**src/rtl/game_ctrl.sv**
```systemverilog
// Snake game sequencer: IDLE/PLAY/PAUSE/OVER FSM, step-rate timer, BCD score, over-hold timer.
// All outputs registered (1-cycle latency from inputs). No backpressure. Parameters must stay below 2^26, with 2 <= STEP_MIN <= STEP_INIT.
module game_ctrl #(
  parameter int unsigned STEP_INIT = 12_500_000,
  parameter int unsigned STEP_MIN  = 2_500_000,
  parameter int unsigned STEP_DEC  = 500_000,
  parameter int unsigned OVER_HOLD = 50_000_000
) (
  input  logic       clk,
  input  logic       rst_n,
  input  logic       key_start,
  input  logic       key_pause,
  input  logic       hit_wall,
  input  logic       hit_self,
  input  logic       food_eaten,
  output logic       step_tick,
  output logic       game_clr,
  output logic       the_end,
  output logic       playing,
  output logic       paused,
  output logic [3:0] score_tens,
  output logic [3:0] score_ones
);

  localparam logic [25:0] P_INIT = 26'(STEP_INIT);
  localparam logic [25:0] P_MIN  = 26'(STEP_MIN);
  localparam logic [25:0] P_DEC  = 26'(STEP_DEC);
  localparam logic [25:0] P_HOLD = 26'(OVER_HOLD);

  typedef enum logic [1:0] {S_IDLE, S_PLAY, S_PAUSE, S_OVER} state_t;

  state_t      state;
  logic        start_prev;
  logic        pause_prev;
  logic [25:0] step_cnt;
  logic [25:0] period;
  logic [25:0] hold_cnt;
  logic [25:0] next_period;
  logic        start_edge;
  logic        pause_edge;
  logic        collide;
  logic        launch;

  assign start_edge = key_start & ~start_prev;
  assign pause_edge = key_pause & ~pause_prev;
  assign collide    = hit_wall | hit_self;
  assign launch     = start_edge &
                      ((state == S_IDLE) | ((state == S_OVER) & (hold_cnt == P_HOLD)));

  // Widened compare so period - STEP_DEC can never wrap below the floor.
  always_comb begin
    next_period = P_MIN;
    if ({1'b0, period} >= ({1'b0, P_MIN} + {1'b0, P_DEC}))
      next_period = period - P_DEC;
  end

  always_ff @(posedge clk or negedge rst_n) begin
    if (!rst_n) begin
      state      <= S_IDLE;
      start_prev <= 1'b1;
      pause_prev <= 1'b1;
      step_cnt   <= '0;
      period     <= P_INIT;
      hold_cnt   <= '0;
      step_tick  <= 1'b0;
      game_clr   <= 1'b0;
      the_end    <= 1'b0;
      playing    <= 1'b0;
      paused     <= 1'b0;
      score_tens <= 4'd0;
      score_ones <= 4'd0;
    end else begin
      start_prev <= key_start;
      pause_prev <= key_pause;
      step_tick  <= 1'b0;
      game_clr   <= 1'b0;
      if (launch) begin
        state      <= S_PLAY;
        game_clr   <= 1'b1;
        playing    <= 1'b1;
        paused     <= 1'b0;
        the_end    <= 1'b0;
        score_tens <= 4'd0;
        score_ones <= 4'd0;
        step_cnt   <= '0;
        period     <= P_INIT;
      end else begin
        case (state)
          S_PLAY: begin
            if (collide) begin
              state    <= S_OVER;
              playing  <= 1'b0;
              the_end  <= 1'b1;
              hold_cnt <= '0;
            end else begin
              // A pause edge freezes the count where it stands, without ticking.
              if (pause_edge) begin
                state   <= S_PAUSE;
                playing <= 1'b0;
                paused  <= 1'b1;
              end else if (step_cnt >= period - 26'd1) begin
                step_tick <= 1'b1;
                step_cnt  <= '0;
              end else begin
                step_cnt <= step_cnt + 26'd1;
              end
              if (food_eaten) begin
                if (score_ones != 4'd9) begin
                  score_ones <= score_ones + 4'd1;
                end else if (score_tens != 4'd9) begin
                  score_ones <= 4'd0;
                  score_tens <= score_tens + 4'd1;
                end
                period <= next_period;
              end
            end
          end
          S_PAUSE: begin
            if (start_edge | pause_edge) begin
              state   <= S_PLAY;
              playing <= 1'b1;
              paused  <= 1'b0;
            end
          end
          S_OVER: begin
            if (hold_cnt < P_HOLD)
              hold_cnt <= hold_cnt + 26'd1;
          end
          default: ;
        endcase
      end
    end
  end

endmodule

```
**config.mk**
```make
export PLATFORM = sky130hd
export DESIGN_NAME = game_ctrl
export DESIGN_NICKNAME = d
export VERILOG_FILES = /design/src/rtl/game_ctrl.sv
export SDC_FILE = /design/constraint.sdc
export NUM_CORES = 1
export LEC_CHECK = 0
export CAP_MARGIN = 25
export CORE_MARGIN = 10
export CORE_UTILIZATION = 30
export DETAILED_ROUTE_END_ITERATION = 16
export GPL_TIMING_DRIVEN = 0
export REMOVE_ABC_BUFFERS = 1
export SLEW_MARGIN = 10
export SYNTH_ARGS = -nofsm -noshare
export SYNTH_HDL_FRONTEND = slang
export SYNTH_SLANG_ARGS = --single-unit
```
**constraint.sdc**
```tcl
create_clock -name clk -period 8.8 [get_ports clk]
set_input_delay 1.76 -clock clk [delete_from_list [all_inputs] [get_ports clk]]
set_output_delay 1.76 -clock clk [all_outputs]
set_load 0.01 [all_outputs]
```
==> metrics.md <==
| Metric | Value |
|---|---|
| Status | `finished, final reports clean` |
| Via/cell ratio | `around 5.3` |
| Reg clk slew, reported paths | `approximately 0.070 ns` |
| Routed met1 length | `6.52 mm` |
| Worst path slowest cell | `nor2_1` |
| I/O pin cnt | `20` |
| Hold Path End | `the_end` |
| Hold path start | `the_end` |
| Synth Register Bits | `90` |
| Final Max Slew Viols | `0` |
| Post-CTS sizing | `0` |
| Vias in the first global route | `approximately 4700` |
| Period utilisation layout | `approximately half` |
| Clock skew | `~0.0075 ns` |
| Crit-path max cell delay | `0.77 ns` |
| Worst vdd ir | `0.105 mV` |
| # H-tree levels | `3` |
| Final setup TNS | `0 ns` |
| Initial DRC Count | `276` |
| Final Hold Fails | `0` |
| # diodes | `0` |
| Starting Density | `30.2%` |
| Maxcap violations | `0` |
| Reg-to-reg endpoint | `step_cnt[4]` |
| CTS root buffer | `clkbuf_16` |
| Routed length on met2 | `between 6 and 7 mm` |
| Req. time, crit path | `roughly 9.1 ns` |
| GPL Wtd Cong | `roughly 0.85` |
| Post-synthesis sequential area ratio | `around 39%` |
| Syn Area/Cell | `around 8.8 um^2` |
| Final setup vio count | `0` |
| RSZ-0062 raised after global routing | `false` |
| Post-CTS setup buffer count | `0` |
| Commonest non-fill, non-tap cells in the layout | `76 x dfrtp_1, 66 x nor2_1, 59 x nand2_1` |
| Max Root-Sink Buffers | `2` |
| Hold WC Path Type | `reg2reg` |
| Die Area | `about 25000 um^2` |
| Uppermost layer routed | `met4` |
| Synthesis-to-finish area growth | `12.8%` |
| Post-synthesis async set-or-reset flop share | `100%` |
| Worst-skew pair later-pin latency | `about 0.35 ns` |
| Fin area | `about 6600 um^2` |
| Height of the die | `around 160 um` |
| Cts bufs inserted | `9` |
| FF+latch area | `between 2000 and 2500 um^2` |
| Residual DRC | `0` |
| DRT Pass-1 Iters | `5` |
| Critical path arrival | `about 4.8 ns` |
| Vias | `about 5000` |
| Global-route wire length before repair | `~23 mm` |
| Overflow after GRT | `0` |
| Crit path kind | `in2reg` |
| Yosys cell types | `73` |
| Actual slew at the worst max-slew pin | `between 0.9 and 1 ns` |
| Nature of the critical path endpoint | `register` |
| Slew margin rel. | `between 30% and 40%` |
| Filler cells | `between 2000 and 2500` |
| Power Density | `between 200 and 250 nW/um^2` |
| Global-route usage over all layers | `a little over a tenth` |
| Routed Antenna Nets | `0` |
| Worst-path fanout max | `14` |
| Row count | `between 50 and 60` |
| Placed Area | `approximately 6300 um^2` |
| Routed Wire Length | `around 14 mm` |
| CTS tree | `done` |
| Min Tclk post-route | `approximately 4.5 ns` |
| # hold bufs at CTS | `0` |
| Largest cells by area after synthesis | `dfrtp_1 33%, dfstp_2 6.3%, ha_1 6.0%, xnor2_1 5.1%, nor2_1 4.3%` |
| CP Cell Sequence | `clkdlybuf4s50_1 -> or4b_1 -> nor2_1 -> a22oi_1 -> buf_4 -> o31ai_1 -> o21ai_1` |
| Reg2reg path depth | `14` |
| Syn Std Cell Area | `5850 um^2` |
| Most common library cell in the layout ignoring fill and taps | `dfrtp_1` |
| Multi-input gate area | `3350 um^2` |
| Number of antenna violations at the first check in global routing | `0` |
| Critical R2R Launch | `period[6]` |
| Wire per inst | `approximately 15 um` |
| Clk sinks | `90` |
| CP bufs+invs | `2` |
| Core Area | `about 19000 um^2` |
| Yosys top cell area share | `32.5%` |
| CP top delay family | `simple AND/OR/NAND/NOR gates` |
| Smallest hold slack | `a little under 0.5 ns` |
| Ys Warns | `0` |
| Setup slack, reg-to-reg | `between 4 and 5 ns` |
| Die width | `160 um` |
| Static Leak | `between 2 and 3 nW` |
| Crit path launch type | `input port` |
| Post-synth EDFFs | `0` |
| Final net count | `between 600 and 700` |
| Post-synth top flop | `dfrtp_1` |
| Port bufs | `19` |
| Post-DP HPWL | `9.87 mm` |
| Largest net degree at the start of global routing | `between 40 and 50` |
| CP Launch Point | `hit_self` |
| Met3 wire length | `around 530 um` |
| Largest area contributor in the netlist | `dfrtp_1` |
| Share of cells above drive strength 1 | `around 8%` |
| Hold Crit Depth | `1` |
| Fmax achieved | `around 220 MHz` |
| Cells after Synth | `662` |
## power by group
group	internal (mW)	switching [mW]	leakage, nW
clock network	0.257	0.167	0.149
logic	0.197	0.263	1.25
registers	0.512	0.146	1.16
## logic make-up after synthesis
group	share of synthesized area (%)
xor gates and xnor gates	7.64
AOI/OAI and AO/OA	16.4
and+or+nand+nor	27.0
adders and majority gates	5.99
muxes	0.364
DFF	38.8
buffers and inverters	3.85
## worst reg2reg max path, cell delays in order (launching register included)
cell and delay (ns):
dfrtp_1 0.43, inv_1 0.10, ha_1 0.26, nor3b_1 0.47, nand3_1 0.22, nor3_1 0.48, nand2_1 0.12, xor2_1 0.17
ha_1 0.30, nand4_1 0.12, nor2_1 0.19, nand3_1 0.18, a2111o_1 0.44, a21oi_2 0.68, nor3_1 0.13
## how the worst max path moves through the flow
| stage | end | slack [ns] | depth (start not counted) |
|---|---|---|---|
| 6_report | period[17] | 4.28 | 7 |
| 5_1_grt | step_cnt[10] | 3.86 | 14 |
| 4_1_cts | period[22] | 4.11 | 7 |
| 3_5_place_dp | period[22] | 3.73 | 7 |
| 3_3_place_gp | hold_cnt[21] | 2.41 | 1 |
| 2_1_floorplan | period[21] | 5.04 | 5 |
## synthesized netlist by cell type (10+ instances only)
master and number:
a21oi_1 30, clkbuf_1 16, dfrtp_1 76, dfstp_2 14, ha_1 28, inv_1 18
nand2_1 59, nand3_1 27, nand4_1 29, nor2_1 67, nor3_1 50, nor4_1 18
o21a_1 10, o21ai_0 21, xnor2_1 34, xor2_1 17
## stage by stage
stage	std cells	power [mW]	utilization, %	setup slack, ns
floorplan	630	0.966	-	5.04
global placement	914	1.11	32.1	2.41
detailed placement	917	1.12	32.4	3.73
CTS	933	1.55	34.1	4.11
global route	934	1.65	34.1	3.86
finish	934	1.54	34.1	4.28
## metal layers
| metal | vias to the layer above | track usage, % |
|---|---|---|
| met5 | - | 0 |
| met4 | 0 | 3.07 |
| met3 | 13 | 2.61 |
| met2 | 83 | 17.3 |
| met1 | 2447 | 14.2 |
| li1 | 2440 | - |
## area by class of cell
class,count,share of cell area [%]
Sequential cell,90,34.4
Multi-Input combinational cell,521,50.9
Inverter,19,1.08
Tap cell,265,5.03
Timing Repair Buffer,23,3.72
Clock inverter,4,1.14
Clock buffer,12,3.74
## sequential cells by signal, summed over array words and instances (netlist names)
register,cells
step_tick,1
step_cnt,26
playing,1
score_ones,4
state,2
paused,1
start_prev,1
pause_prev,1
score_tens,4
game_clr,1
hold_cnt,26
period,21
the_end,1
Power figures use the tool's default switching activity.
